[src/rtl/spi_pkg.sv]
// Constants shared by the SPI receive front end: bus mode, default buffering and byte geometry.
package spi_pkg;
  localparam logic [1:0] SPI_MODE           = 2'd0;
  localparam logic       SCLK_CPOL          = SPI_MODE[1];
  localparam int         DEFAULT_FIFO_DEPTH = 16;
  localparam int         BITS_PER_BYTE      = 8;
  localparam int         BIT_CNT_W          = $clog2(BITS_PER_BYTE);
endpackage

[src/rtl/byte_fifo.sv]
// Synchronous show-ahead FIFO; dout is always the head entry and level counts occupancy.
// A push while full is accepted only when a pop of a non-empty FIFO happens in the same cycle.
module byte_fifo #(
  parameter int WIDTH = 8,
  parameter int DEPTH = 16
) (
  input  logic                   clk,
  input  logic                   reset,
  input  logic                   push,
  input  logic                   pop,
  input  logic [WIDTH-1:0]       din,
  output logic [WIDTH-1:0]       dout,
  output logic [$clog2(DEPTH):0] level,
  output logic                   full,
  output logic                   empty
);
  localparam int AW = $clog2(DEPTH);
  localparam logic [AW:0] FULL_LEVEL = (AW+1)'(DEPTH);

  logic [WIDTH-1:0] mem_q [DEPTH];
  logic [AW:0]      wr_ptr_q, wr_ptr_d;
  logic [AW:0]      rd_ptr_q, rd_ptr_d;
  logic             do_push, do_pop;

  // Pointers carry one extra bit so that full and empty are distinguishable.
  assign level   = wr_ptr_q - rd_ptr_q;
  assign full    = (level == FULL_LEVEL);
  assign empty   = (level == '0);
  assign do_pop  = pop & ~empty;
  assign do_push = push & (~full | do_pop);
  assign dout    = mem_q[rd_ptr_q[AW-1:0]];

  always_comb begin
    wr_ptr_d = wr_ptr_q + (AW+1)'(do_push);
    rd_ptr_d = rd_ptr_q + (AW+1)'(do_pop);
  end

  always_ff @(posedge clk) begin
    if (reset) begin
      wr_ptr_q <= '0;
      rd_ptr_q <= '0;
      for (int i = 0; i < DEPTH; i++) mem_q[i] <= '0;
    end else begin
      wr_ptr_q <= wr_ptr_d;
      rd_ptr_q <= rd_ptr_d;
      if (do_push) mem_q[wr_ptr_q[AW-1:0]] <= din;
    end
  end
endmodule

[src/rtl/spi_byte_rx.sv]
// SPI slave: deserialises MOSI bytes into a show-ahead FIFO for the controller and
// shifts tx_byte back on MISO, re-sampling it once per byte.
module spi_byte_rx
  import spi_pkg::*;
#(
  parameter int FIFO_DEPTH  = DEFAULT_FIFO_DEPTH,
  parameter int SYNC_STAGES = 2
) (
  input  logic                          clk,
  input  logic                          reset,
  input  logic                          spi_sclk,
  input  logic                          spi_cs_n,
  input  logic                          spi_mosi,
  output logic                          spi_miso,
  input  logic [BITS_PER_BYTE-1:0]      tx_byte,
  output logic [BITS_PER_BYTE-1:0]      out_byte,
  output logic                          out_valid,
  input  logic                          next,
  output logic [$clog2(FIFO_DEPTH):0]   fifo_level,
  output logic                          overflow
);
  localparam logic [BIT_CNT_W-1:0] LAST_BIT = BIT_CNT_W'(BITS_PER_BYTE - 1);

  logic [SYNC_STAGES-1:0] sclk_sync_q, cs_sync_q, mosi_sync_q, settle_q;
  logic sclk_prev_q, cs_prev_q, armed_q;
  logic rise_q, fall_q, mosi_q;
  logic sclk_s, cs_s, settled, cs_idle, rise, fall, cs_fall;

  logic [BIT_CNT_W-1:0]     bit_cnt_q, bit_cnt_d;
  logic [BITS_PER_BYTE-1:0] rx_shift_q, rx_shift_d;
  logic [BITS_PER_BYTE-1:0] tx_shift_q, tx_shift_d;
  logic reload_q, reload_d, push_q, push_d, overflow_q, overflow_d;
  logic fifo_full, fifo_empty;

  assign sclk_s  = sclk_sync_q[SYNC_STAGES-1] ^ SCLK_CPOL;
  assign cs_s    = cs_sync_q[SYNC_STAGES-1];
  assign settled = settle_q[SYNC_STAGES-1];
  // Until a settled CS-high is seen after reset, a low CS is a leftover frame and is ignored.
  assign cs_idle = cs_s | ~armed_q;
  assign rise    = ~cs_idle &  sclk_s & ~sclk_prev_q;
  assign fall    = ~cs_idle & ~sclk_s &  sclk_prev_q;
  assign cs_fall = armed_q & cs_prev_q & ~cs_s;

  always_ff @(posedge clk) begin
    if (reset) begin
      sclk_sync_q <= '0;
      cs_sync_q   <= '1;
      mosi_sync_q <= '0;
      settle_q    <= '0;
      sclk_prev_q <= 1'b0;
      cs_prev_q   <= 1'b1;
      armed_q     <= 1'b0;
      rise_q      <= 1'b0;
      fall_q      <= 1'b0;
      mosi_q      <= 1'b0;
    end else begin
      sclk_sync_q <= {sclk_sync_q[SYNC_STAGES-2:0], spi_sclk};
      cs_sync_q   <= {cs_sync_q[SYNC_STAGES-2:0], spi_cs_n};
      mosi_sync_q <= {mosi_sync_q[SYNC_STAGES-2:0], spi_mosi};
      settle_q    <= {settle_q[SYNC_STAGES-2:0], 1'b1};
      sclk_prev_q <= sclk_s;
      cs_prev_q   <= cs_s;
      armed_q     <= armed_q | (settled & cs_s);
      rise_q      <= rise;
      fall_q      <= fall;
      mosi_q      <= mosi_sync_q[SYNC_STAGES-1];
    end
  end

  always_comb begin
    bit_cnt_d  = bit_cnt_q;
    rx_shift_d = rx_shift_q;
    tx_shift_d = tx_shift_q;
    reload_d   = reload_q;
    push_d     = 1'b0;
    overflow_d = overflow_q | (push_q & fifo_full & ~next);
    if (cs_idle) begin
      bit_cnt_d  = '0;
      rx_shift_d = '0;
      tx_shift_d = '0;
      reload_d   = 1'b0;
    end else begin
      if (rise_q) begin
        rx_shift_d = {rx_shift_q[BITS_PER_BYTE-2:0], mosi_q};
        bit_cnt_d  = bit_cnt_q + BIT_CNT_W'(1);
        if (bit_cnt_q == LAST_BIT) begin
          push_d   = 1'b1;
          reload_d = 1'b1;
        end
      end
      // The falling edge closing a byte reloads the status byte instead of shifting.
      if (cs_fall) begin
        tx_shift_d = tx_byte;
      end else if (fall_q) begin
        if (reload_q) begin
          tx_shift_d = tx_byte;
          reload_d   = 1'b0;
        end else begin
          tx_shift_d = tx_shift_q << 1;
        end
      end
    end
  end

  always_ff @(posedge clk) begin
    if (reset) begin
      bit_cnt_q  <= '0;
      rx_shift_q <= '0;
      tx_shift_q <= '0;
      reload_q   <= 1'b0;
      push_q     <= 1'b0;
      overflow_q <= 1'b0;
    end else begin
      bit_cnt_q  <= bit_cnt_d;
      rx_shift_q <= rx_shift_d;
      tx_shift_q <= tx_shift_d;
      reload_q   <= reload_d;
      push_q     <= push_d;
      overflow_q <= overflow_d;
    end
  end

  byte_fifo #(
    .WIDTH (BITS_PER_BYTE),
    .DEPTH (FIFO_DEPTH)
  ) u_fifo (
    .clk   (clk),
    .reset (reset),
    .push  (push_q),
    .pop   (next),
    .din   (rx_shift_q),
    .dout  (out_byte),
    .level (fifo_level),
    .full  (fifo_full),
    .empty (fifo_empty)
  );

  assign out_valid = ~fifo_empty;
  assign overflow  = overflow_q;
  assign spi_miso  = ~cs_idle & tx_shift_q[BITS_PER_BYTE-1];
endmodule

[config.mk]
export PLATFORM = sky130hd
export DESIGN_NAME = spi_byte_rx
export DESIGN_NICKNAME = d
export VERILOG_FILES = /design/src/rtl/spi_pkg.sv /design/src/rtl/byte_fifo.sv /design/src/rtl/spi_byte_rx.sv
export SDC_FILE = /design/constraint.sdc
export NUM_CORES = 1
export LEC_CHECK = 0
export CORE_UTILIZATION = 45
export DETAILED_ROUTE_END_ITERATION = 8
export SLEW_MARGIN = 20
export SYNTH_ARGS = -nofsm -noshare
export SYNTH_HDL_FRONTEND = slang
export SYNTH_SLANG_ARGS = --single-unit
export TNS_END_PERCENT = 20
[constraint.sdc]
create_clock -name clk -period 3.86 [get_ports clk]
set_input_delay 1.158 -clock clk [delete_from_list [all_inputs] [get_ports clk]]
set_output_delay 1.158 -clock clk [all_outputs]
set_load 0.02 [all_outputs]
==> results of run 1 <==
sequential cells by signal (all words and copies together) (netlist names), 2 cells and up:
register,flops
bit_cnt_q,3
cs_sync_q,2
mosi_sync_q,2
rx_shift_q,8
sclk_sync_q,2
settle_q,2
tx_shift_q,8
u_fifo.mem_q,128
u_fifo.rd_ptr_q,5
u_fifo.wr_ptr_q,5
cell type report:
class / instances / share of cell area
multi-input combinational: 360 / 0.319
clock buffer: 27 / 0.0562
tap: 220 / 0.0299
inverter: 10 / 0.00408
clock inverter: 5 / 0.00327
sequential: 174 / 0.518
timing repair buffer: 70 / 0.0694
synth_stat cells:
cell / number
nand2b_1: 4
nor2b_1: 15
nand2_1: 49
fa_1: 1
a21boi_0: 1
xnor2_1: 7
and3_1: 2
and2_1: 3
nor3b_1: 1
inv_2: 2
or2_2: 4
or3_1: 1
nor4_4: 1
buf_1: 4
mux2i_1: 17
xor2_2: 1
o21ai_1: 1
nor2_1: 33
xor2_1: 3
o41ai_4: 1
edfxtp_1: 128
nor3_1: 129
o41ai_1: 16
a22o_1: 1
ha_1: 10
inv_1: 8
mux4_2: 40
dfxtp_1: 46
a21oi_1: 5
and3b_1: 1
clkbuf_1: 26
buf_2: 10
a21oi_2: 1
a311oi_1: 1
a22oi_1: 1
a211oi_1: 7
nand3_1: 3
buf_4: 8
metrics by stage:
stage / hold WS [ps] / std cells / utilization
2_1_floorplan: 388 / 592 / -
3_3_place_gp: 394 / 834 / 0.515
3_5_place_dp: 401 / 834 / 0.515
4_1_cts: 411 / 866 / 0.548
5_1_grt: 439 / 866 / 0.548
6_report: 406 / 866 / 0.548
worst max-delay path, stage by stage, from the launching register on:
cell and delay, ps:
dfxtp_1 330, inv_1 60, ha_1 220, fa_1 460, xnor2_1 160, or3_4 370, nor2_1 130, nand2_1 60
dlygate4sd2_1 320
cell families (layout without fill, tap and decap cells):
logic type	after synthesis	count (layout)	synth area share
compound gates	35	35	0.0373
xor+xnor	11	11	0.0133
fa+ha+maj	11	11	0.0186
buf+inv	58	112	0.0333
flops	174	174	0.609
mux	57	57	0.137
simple gates	246	246	0.152
worst min-delay path by stage:
stage	endpoint	startpoint	slack [ps]	cells after the start
3_5_place_dp	fall_q$_SDFF_PP0_	sclk_sync_q[1]$_SDFF_PP0_	400	1
5_1_grt	fall_q$_SDFF_PP0_	sclk_sync_q[1]$_SDFF_PP0_	440	1
3_3_place_gp	cs_sync_q[1]$_SDFF_PP1_	cs_sync_q[0]$_SDFF_PP1_	390	1
4_1_cts	fall_q$_SDFF_PP0_	sclk_sync_q[1]$_SDFF_PP0_	410	1
6_report	fall_q$_SDFF_PP0_	sclk_sync_q[1]$_SDFF_PP0_	410	1
2_1_floorplan	fall_q$_SDFF_PP0_	sclk_sync_q[1]$_SDFF_PP0_	390	1
placed cells by master (no fill, tap or decap), types with 17 or more instances in the layout:
master / netlist / layout
clkdlybuf4s50_1: 0 / 19
mux4_2: 40 / 40
buf_4: 8 / 38
mux2i_1: 17 / 17
dfxtp_1: 46 / 45
clkbuf_16: 0 / 18
edfxtp_1: 128 / 128
nor2_1: 33 / 33
nand2_1: 49 / 49
nor3_1: 129 / 128
power breakdown:
group / switching (mW) / total (mW) / internal (mW)
Clock: 0.684 / 1.60 / 0.917
Combinational: 0.536 / 1.03 / 0.494
Sequential: 0.0305 / 2.10 / 2.06
routing by layer:
metal,vias to the layer above,GRT usage
met5,-,0
met4,0,0.148
met3,68,0.0627
met2,277,0.367
met1,2554,0.322
li1,2338,-
repair_timing:
action / CTS / global route
setup buffers: 0 / 0
setup endpoints to repair: 6 / 5
resized for setup: 6 / 5
pin swaps: 0 / 0
==> flow_summary.yaml, run 1 <==
outcome:
  status: "completed"
layout:
  fillers: 1359
  multi_input_area_um2: 2930
  ff_latch_area_um2: 4770
  nets: 658
  area_growth_pct: 17.5
  drive_above_1_share: 0.214
  n_antenna_cell: 0
  fin_area_um2: 9190
clock_network:
  clkTransAtPathRegs_ps: 60
  numCtsBuffers: 17
  clockBufferDepth: 2
  holdBufCountCts: 0
  cts_max_level: 4
  cts_sinks: 174
  clockRootBuffer: "clkbuf_16"
  insertion_delay_ps: 430
  cts_tree: "yes"
routing:
  dr.max_layer_used: "met4"
  met2_length_um: 9270
  antenna_left: 0
  wirelength_um: 20500
  route.met3.wl_um: 1870
  wire_per_inst_um: 23.7
  dr.first_iter.drc_count: 418
  drc_errors: 0
  vias: 5237
  routed_via_density: 6.05
  drt_pass1_iterations: 5
  wl_met1_um: 8190
synth:
  ys_types: 38
  synth.ff_latch_count: 174
  synth_warnings: 0
  syn_area_um2: 7820
  netlist.area_leader.share: 0.491
  yosysSeqAreaShare: 0.609
  avgSynthCellArea_um2: 13.2
  synth_fp_nets: 617
  syn-instance-count: 592
  synth_area_leaders: "edfxtp_1 49%, dfxtp_1 12%, mux4_2 12%, nor3_1 8.3%, nand2_1 2.4%"
  synth_largest_area_cell: "edfxtp_1"
setup_path:
  critPathArrivalTime_ps: 2540
  path_class: "reg2out"
  r2r_slack_ps: 770
  crit_required_ps: 2700
  rr_startpoint: "u_fifo.wr_ptr_q[0]$_SDFF_PP0_"
  start_kind: "flip-flop"
  r2r-end: "u_fifo.mem_q[5][1]$_SDFFCE_PN0P_"
  endpoint: "out_valid"
  r2r_cells: 11
  startpoint: "u_fifo.wr_ptr_q[0]$_SDFF_PP0_"
  crit_fanout: 3
  end_kind: "output port"
floorplan:
  die_x_um: 134
  initial_core_util: 0.467
  die_h_um: 134
  dieArea_um2: 17900
  placementRows: 47
  core_um2: 16800
  io_pins: 30
sta:
  tightest_slew_ps: 896
  drv_slew: 0
  setup_slack_ps: 165
  fin_skew_ps: 7.13
  post-route-min-period_ps: 3690
  period_share: 0.957
  rsz0062_at_grt: "false"
  hold_violations: 0
  fin_tns_setup_ps: 0
  finalSetupViolCount: 0
  slew_headroom: 0.401
  fmaxAchievable_mhz: 271
flow_run:
  maxCapViolations: 0
power_and_ir_drop:
  ir_drop_v: 0.000436
  finalPower_mw: 4.73
  leakagePower_nw: 3.07
  p_per_area_nw_per_um2: 514
placement:
  place_congestion: 0.815
  place_area_um2: 8640
  dp_hpwl_um: 13600
  pre_cts_ws_ps: 322
  io_buffer_count: 29
global_routing:
  grt_first_pass_wirelength_um: 31300
  grt_usage: 0.245
  grt_start_max_net_pins: 63
  grt_pass1_vias: 5234
  antenna_found_initial: 0
  gr-total-overflow: 0
min_path:
  hold_class: "reg2reg"
(Power assumes the default switching activity.)
==> inputs of run 2 (changes only) <==
GPL_ROUTABILITY_DRIVEN = 0   (was unset)
RECOVER_POWER = 50   (was unset)
==> run 2 against run 1 <==
Net effect:
- maximum frequency hardly changed
- total power is 0.81% lower
- register-to-register slack got worse by 500 ps
- first-iteration DRC count grew 8.1%
- sequential cell count unchanged
- sequential share of layout area grew 0.48 points
- hold slack gained 0.73 ps
- worst setup slack gained 3.6 ps
- clock power about the same
- core utilization shrank 0.51 points
- largest power group unchanged
- highest routed layer unchanged
==> flow_summary.yaml, run 2 (synthesis gave the netlist of run 1 again) <==
setup_path:
  crit_cells: 4
  crit_path_frequent_cell: "mux4_2"
  path_class: "reg2out"
  crit_required_ps: 2700
  crit_family: "multiplexers"
  end_kind: "output port"
  r2r_cells: 11
  rr_startpoint: "u_fifo.wr_ptr_q[0]$_SDFF_PP0_"
  startpoint: "u_fifo.rd_ptr_q[0]$_SDFF_PP0_"
  cpPeakStageDelay_ps: 550
  critPathBufInv: 2
  start_kind: "flip-flop"
  critPathArrivalTime_ps: 2530
  cp_slowest_cell: "mux4_2"
  crit_chain: "buf_12, mux4_2, mux4_2, dlygate4sd2_1"
  crit_fanout: 33
routing:
  vias: 5272
  antenna_left: 0
  drt_pass1_iterations: 6
  routed_via_density: 6.09
  wire_per_inst_um: 23.7
  drc_errors: 0
  wirelength_um: 20500
  dr.first_iter.drc_count: 452
min_path:
  hold_class: "reg2reg"
  holdCritStartpoint: "sclk_sync_q[1]$_SDFF_PP0_"
  worstHoldPathCells: 1
flow_run:
  maxCapViolations: 0
floorplan:
  placementRows: 47
  io_pins: 30
  die_h_um: 134
  dieArea_um2: 17900
  initial_core_util: 0.467
  die_x_um: 134
  core_um2: 16800
sta:
  setup_slack_ps: 169
  fin_skew_ps: 8.36
  tightest_slew_ps: 1050
  post-route-min-period_ps: 3690
  period_share: 0.956
  fin_tns_setup_ps: 0
  drv_slew: 0
  finalSetupViolCount: 0
  rsz0062_at_grt: "false"
  fmaxAchievable_mhz: 271
  hold_violations: 0
  slew_headroom: 0.296
layout:
  layout_common_cells: "128 x nor3_1, 128 x edfxtp_1, 49 x nand2_1, 45 x dfxtp_1, 40 x mux4_2"
  drive_above_1_share: 0.200
  nets: 658
  n_antenna_cell: 0
  largest_reg_flops: 128
  reg.largest.list: "u_fifo.mem_q x128, rx_shift_q x8, tx_shift_q x8"
  fin_area_um2: 9110
  area_growth_pct: 16.4
  regMostFlops: "u_fifo.mem_q"
global_routing:
  grt_start_max_net_pins: 63
  gr-total-overflow: 0
  grt_pass1_vias: 5234
  antenna_found_initial: 0
  grt_usage: 0.245
  grt_first_pass_wirelength_um: 31300
clock_network:
  cts_sinks: 174
  cts_max_level: 4
  numCtsBuffers: 17
  post_cts.repair.setup_buffers: 0
  holdBufCountCts: 0
  insertion_delay_ps: 430
  cts_tree: "yes"
  clockRootBuffer: "clkbuf_16"
  clkTransAtPathRegs_ps: 60
  clockBufferDepth: 2
power_and_ir_drop:
  finalPower_mw: 4.69
  swShare: 0.262
  combPwrFrac: 0.211
  power_frac_clock: 0.342
  leakagePower_nw: 3.05
  pwr-share-seq: 0.447
  power_switching_mw: 1.23
  p_per_area_nw_per_um2: 515
  p_int_mw: 3.46
  ir_drop_v: 0.000401
placement:
  pre_cts_ws_ps: 322
  place_area_um2: 8640
  io_buffer_count: 29
  dp_hpwl_um: 13600
outcome:
  status: "completed"
[run 2: cell count changes in the layout (fill, tap and decap cells not counted)]
cell / change
o41ai_4: -1
o41ai_1: +5
clkbuf_1: +3
buf_4: -7
o41ai_2: -4
clkdlybuf4s50_1: -3
clkbuf_2: +4
dlygate4sd3_1: +3
nor4_4: -1
nor4_1: +1
[run 2: final cells by class]
class                           instances  area (um^2)
Inverter                               10         37.5
Timing Repair Buffer                   70          617
Clock buffer                           27          517
Multi-Input combinational cell        360         2870
Clock inverter                          5         30.0
Sequential cell                       174         4770
Tap cell                              220          275
Fill cell                            1371         7650
[run 2: worst reg2reg max path, cell delays in order, from the launching register on]
cell      delay, ps
dfxtp_1         330
inv_1            60
ha_1            220
fa_1            460
nand2b_1        160
a21oi_1         160
xnor2_1         130
clkbuf_1        140
nor4_1          800
buf_4           350
buf_4           370
nor3_1          130
[run 2: per-stage QoR]
| stage | hold slack, ps | instances | utilization |
|---|---|---|---|
| floorplan | 388 | 592 | - |
| global placement | 394 | 834 | 0.515 |
| detailed placement | 401 | 834 | 0.515 |
| CTS | 411 | 866 | 0.548 |
| global route | 439 | 866 | 0.543 |
| finish | 407 | 866 | 0.543 |
[run 2: per-layer routing]
metal	GRT usage	vias up	share of wire
li1	-	2343	-
met4	0.148	0	0.056
met5	0	-	0
met1	0.322	2564	0.40
met2	0.367	295	0.45
met3	0.0627	70	0.093
[run 2: what timing repair did]
action / in CTS / in global routing
gates cloned: 0 / 0
resized for setup: 6 / 5
endpoints found under the setup margin: 6 / 5
endpoints found under the hold margin: 0 / 0
[run 2: worst paths after layout]
| check | end | slack (ps) |
|---|---|---|
| setup / recovery | out_byte[3] | 170 |
| hold / removal | fall_q$_SDFF_PP0_ | 410 |
| setup reg to reg | u_fifo.mem_q[5][1]$_SDFFCE_PN0P_ | 270 |
| hold reg to reg | fall_q$_SDFF_PP0_ | 410 |
[run 2: power by group through the flow]
stage	Clock [mW]	Sequential (mW)	Combinational, mW
finish	1.60	2.10	0.991
global placement	0	2.13	1.04
detailed placement	0	2.14	1.05
CTS	1.62	2.10	1.04
global route	1.69	2.10	1.06
floorplan	0	2.12	0.702
==> inputs of run 3 (changes only) <==
CORE_MARGIN = 10   (was unset)
==> run 3 against run 2 <==
Net effect:
- total power down 1.6%
- cell area down 1.3%
- global-route usage shrank 6.6 points
- worst setup slack got worse by 17 ps
- non-clock buffer count fell by 6
- sequential cell count unchanged
- critical endpoint is now out_valid
==> flow_summary.yaml, run 3 (synthesis gave the netlist of run 1 again) <==
outcome:
  status: "completed"
layout:
  final_common_cell: "nor3_1"
  largest_reg_flops: 128
  nets: 652
  regMostFlops: "u_fifo.mem_q"
  n_antenna_cell: 0
  reg.largest.list: "u_fifo.mem_q x128, rx_shift_q x8, tx_shift_q x8"
  drive_above_1_share: 0.173
  area_growth_pct: 14.9
  layout_common_cells: "129 x nor3_1, 128 x edfxtp_1, 49 x nand2_1, 44 x dfxtp_1, 40 x mux4_2"
global_routing:
  antenna_found_initial: 0
  grt_start_max_net_pins: 69
  grt_first_pass_wirelength_um: 31700
  grt_pass1_vias: 5338
  gr-total-overflow: 0
  grt_usage: 0.179
sta:
  fin_skew_ps: 7.06
  fin_tns_setup_ps: 0
  whs_ps: 412
  tightest_slew_ps: 998
  fmaxAchievable_mhz: 270
  slew_headroom: 0.335
  drv_slew: 0
  finalSetupViolCount: 0
  rsz0062_at_grt: "true"
  post-route-min-period_ps: 3710
  setup_slack_ps: 151
  hold_violations: 0
  period_share: 0.961
flow_run:
  maxCapViolations: 0
clock_network:
  insertion_delay_ps: 430
  clockBufferDepth: 2
  clockRootBuffer: "clkbuf_16"
  cts_sinks: 174
  holdBufCountCts: 0
  cts_max_level: 4
  clkTransAtPathRegs_ps: 60
  numCtsBuffers: 17
  cts_tree: "yes"
routing:
  wire_per_inst_um: 23.6
  vias: 5182
  antenna_left: 0
  routed_via_density: 5.99
  drc_errors: 0
  wirelength_um: 20400
  dr.first_iter.drc_count: 521
  drt_pass1_iterations: 5
setup_path:
  path_class: "reg2out"
  r2r_cells: 10
  cp_slowest_cell: "fa_1"
  end_kind: "output port"
  start_kind: "flip-flop"
  critPathArrivalTime_ps: 2550
  crit_required_ps: 2700
  crit_fanout: 3
  crit_chain: "inv_1, ha_1, fa_1, xnor2_1, or3_4, nor2_1, nand2_1, dlygate4sd2_1"
  cpPeakStageDelay_ps: 460
floorplan:
  die_x_um: 152
  io_pins: 30
  die_h_um: 152
  initial_core_util: 0.455
  core_um2: 17200
  dieArea_um2: 23100
  placementRows: 48
power_and_ir_drop:
  p_per_area_nw_per_um2: 513
  leakagePower_nw: 2.90
  p_int_mw: 3.33
  finalPower_mw: 4.62
  ir_drop_v: 0.000323
  combPwrFrac: 0.214
  pwr-share-seq: 0.454
  power_switching_mw: 1.28
  power_frac_clock: 0.332
  swShare: 0.278
placement:
  pre_cts_ws_ps: 287
  dp_hpwl_um: 13600
  io_buffer_count: 29
min_path:
  worstHoldPathCells: 1
  hold_class: "reg2reg"
run 3: cell type report:
cell class | count | area (um^2)
clock buffer | 18 | 429
clock inverter | 14 | 96.3
fill | 1506 | 8190
inverter | 10 | 37.5
multi-input combinational | 360 | 2860
sequential | 174 | 4770
tap | 225 | 282
timing repair buffer | 64 | 515
run 3: worst paths after layout:
path                                                     from                          endpoint  slack, ps
worst min register to register      sclk_sync_q[1]$_SDFF_PP0_                 fall_q$_SDFF_PP0_        410
worst min-delay path                sclk_sync_q[1]$_SDFF_PP0_                 fall_q$_SDFF_PP0_        410
worst max-delay path            u_fifo.wr_ptr_q[0]$_SDFF_PP0_                         out_valid        150
worst max register to register  u_fifo.wr_ptr_q[0]$_SDFF_PP0_  u_fifo.mem_q[5][5]$_SDFFCE_PN0P_        390
run 3: critical path, delay by kind of cell (launching register included):
kind | cells | cell delay [ps]
adder cells (fa/ha/maj) | 2 | 670
AND/OR/NAND/NOR | 3 | 560
buffers and inverters | 2 | 380
flip-flops | 1 | 330
XOR/XNOR | 1 | 180
run 3: power by group through the flow:
stage	sequential (mW)	clock, mW	combinational [mW]
4_1_cts	2.09	1.56	1.01
3_5_place_dp	2.13	0	1.03
3_3_place_gp	2.13	0	1.02
6_report	2.09	1.53	0.987
2_1_floorplan	2.12	0	0.702
5_1_grt	2.10	1.64	1.06
run 3: metal layers:
metal  routed length, um  vias up  share of wire  track usage
met5                   0        -              0            0
met4                 638        0          0.031       0.0720
met3                1320       40          0.065       0.0446
met2               10400      222           0.51        0.309
met1                8000     2597           0.39        0.208
li1                    -     2323              -            -
run 3: repair_timing:
action	CTS	global route
resized for setup	11	2
setup endpoints to repair	10	2
setup buffers	0	0
cloned	0	0
run 3: through the flow:
step / cell area [um^2] / instances / util
2_1_floorplan: 7820 / 592 / -
3_3_place_gp: 8580 / 833 / 0.500
3_5_place_dp: 8580 / 833 / 0.500
4_1_cts: 9100 / 865 / 0.530
5_1_grt: 8990 / 865 / 0.523
6_report: 8990 / 865 / 0.523
==> edit, RTL diff (settings of run 1) <==
Put a register stage on the outputs `spi_miso` and `out_valid`, cleared by the reset. The values now appear one clock later. The other outputs are not delayed to match.
--- a/src/rtl/spi_byte_rx.sv
+++ b/src/rtl/spi_byte_rx.sv
@@ -137,5 +137,12 @@
 
-  assign out_valid = ~fifo_empty;
+  always_ff @(posedge clk) begin
+    if (reset) begin
+      spi_miso  <= '0;
+      out_valid <= '0;
+    end else begin
+      spi_miso  <= ~cs_idle & tx_shift_q[BITS_PER_BYTE-1];
+      out_valid <= ~fifo_empty;
+    end
+  end
   assign overflow  = overflow_q;
-  assign spi_miso  = ~cs_idle & tx_shift_q[BITS_PER_BYTE-1];
 endmodule
Check against the original RTL: not equivalent (a bounded check fails within 10 cycles, from zero or initial values and one cycle with reset high).
==> edit against run 1 <==
  * Routed wire length decreased by 4.8%
  * Design area up 0.16%
  * Global-route usage is 1.5 points lower
  * Setup slack worse by 0.074 ns
  * Sequential cell count rose by 2
  * Count of clock-buffer cells in the layout shrank 9
  * Area after synthesis increased by 2.5%
  * Power is 5.6% higher
  * Critical endpoint is now out_byte[7]
==> edit: results (changes against run 1) <==
| Metric | Value |
|---|---|
| Tot GR Track Use | `22.98% (-1.5 points)` |
| Peak supply drop | `315.0 uV (-28%)` |
| Dominant cells by area after synthesis | `edfxtp_1, dfxtp_1, mux4_2, nor3_1, nor2_1` |
| Synth Area per Inst | `13.23 um^2 (+0.11%)` |
| M2 GR Usage | `39.37% (+2.7 points)` |
| Hold path start | `sclk_prev_q` |
| Crit path to | `out_byte[7]` |
| DR WL met3 | `1196 um (-36%)` |
| R2R Path End | `u_fifo.mem_q[14][0]` |
| Status | `finished clean` |
| Max stage delay on crit path | `0.55 ns (+0.09 ns)` |
| Maximum number of pins on one net before global-route repair | `48 (-24%)` |
| Mapped Nets | `631 (+2.3%)` |
| Gpl congestion | `0.8157 (about the same)` |
| Grt met3 use | `5.088% (-1.2 points)` |
| Post-DR wirelength/cell | `22.55 um (-4.8%)` |
| Mux cell area share after synthesis | `13.92% (+0.23 points)` |
| Post-Route M1 WL | `7734 um (-5.6%)` |
| Final clock skew | `0.008056 ns (+0.0009264 ns)` |
| Worst Setup SP | `u_fifo.rd_ptr_q[0]` |
| Total wire length | `19530 um (-4.8%)` |
| Met2 WL | `10150 um (+9.5%)` |
| Grt met1 use | `27.77% (-4.5 points)` |
| Top post-synthesis cells by count | `edfxtp_1, nor3_1, nor2_1, dfxtp_1, nand2_1` |
| Reg2reg path depth | `10 (-1)` |
| Clock power share | `36.2% (+2.3 points)` |
| Delay-heaviest family, CP | `multiplexers` |
| DP Worst Slack | `0.2078 ns (-0.1143 ns)` |
| Leakage power | `2.961 nW (-3.6%)` |
| CP max-delay cell | `clkdlybuf4s50_1` |
| Number of global-route vias before repair | `5198 (-0.69%)` |
| Fin crit share | `97.64% (+1.9 points)` |
| Compound-Gate Fraction of Synth Area | `3.620% (-0.11 points)` |
| R2r setup slk | `0.58 ns (-0.19 ns)` |
| DR iter-0 viols | `450 (+7.7%)` |
| Final hold slack | `0.4179 ns (+0.01148 ns)` |
| DPL Wire Length | `12670 um (-6.6%)` |
| Switch Pwr | `1.275 mW (+1.9%)` |
| Via/cell ratio | `5.876 (-2.8%)` |
| Dpl cell area | `0.008558 mm^2 (-0.93%)` |
| Synth cell types | `48 (+26%)` |
| Worst Path Max Fanout | `12 (+9)` |
## edit: cell types whose count changed in the layout (fill, tap and decap cells not counted), sizes merged, moves of 4 or more
cell / before / now
nor2: 33 / 73
nor3: 129 / 95
o41ai: 17 / 0
buf: 41 / 25
a41o: 0 / 9
clkbuf: 27 / 19
nand2: 49 / 41
nor2b: 15 / 23
o21ai: 1 / 7
dlygate4sd2: 6 / 1
bufinv: 0 / 4
## edit: layout make-up
type | count | area [um^2]
fill | 1460 | 8149
sequential | 176 | 4807
multi-input combinational | 368 | 2934
timing repair buffer | 54 | 526.8
clock buffer | 18 | 429.2
tap | 225 | 281.5
clock inverter | 14 | 187.7
inverter | 11 | 41.29
## edit: what timing repair did
item / CTS / global route
endpoints found under the setup margin: 3 / 9
gates resized for setup: 3 / 12
pin swaps: 0 / 0
setup buffers: 0 / 0
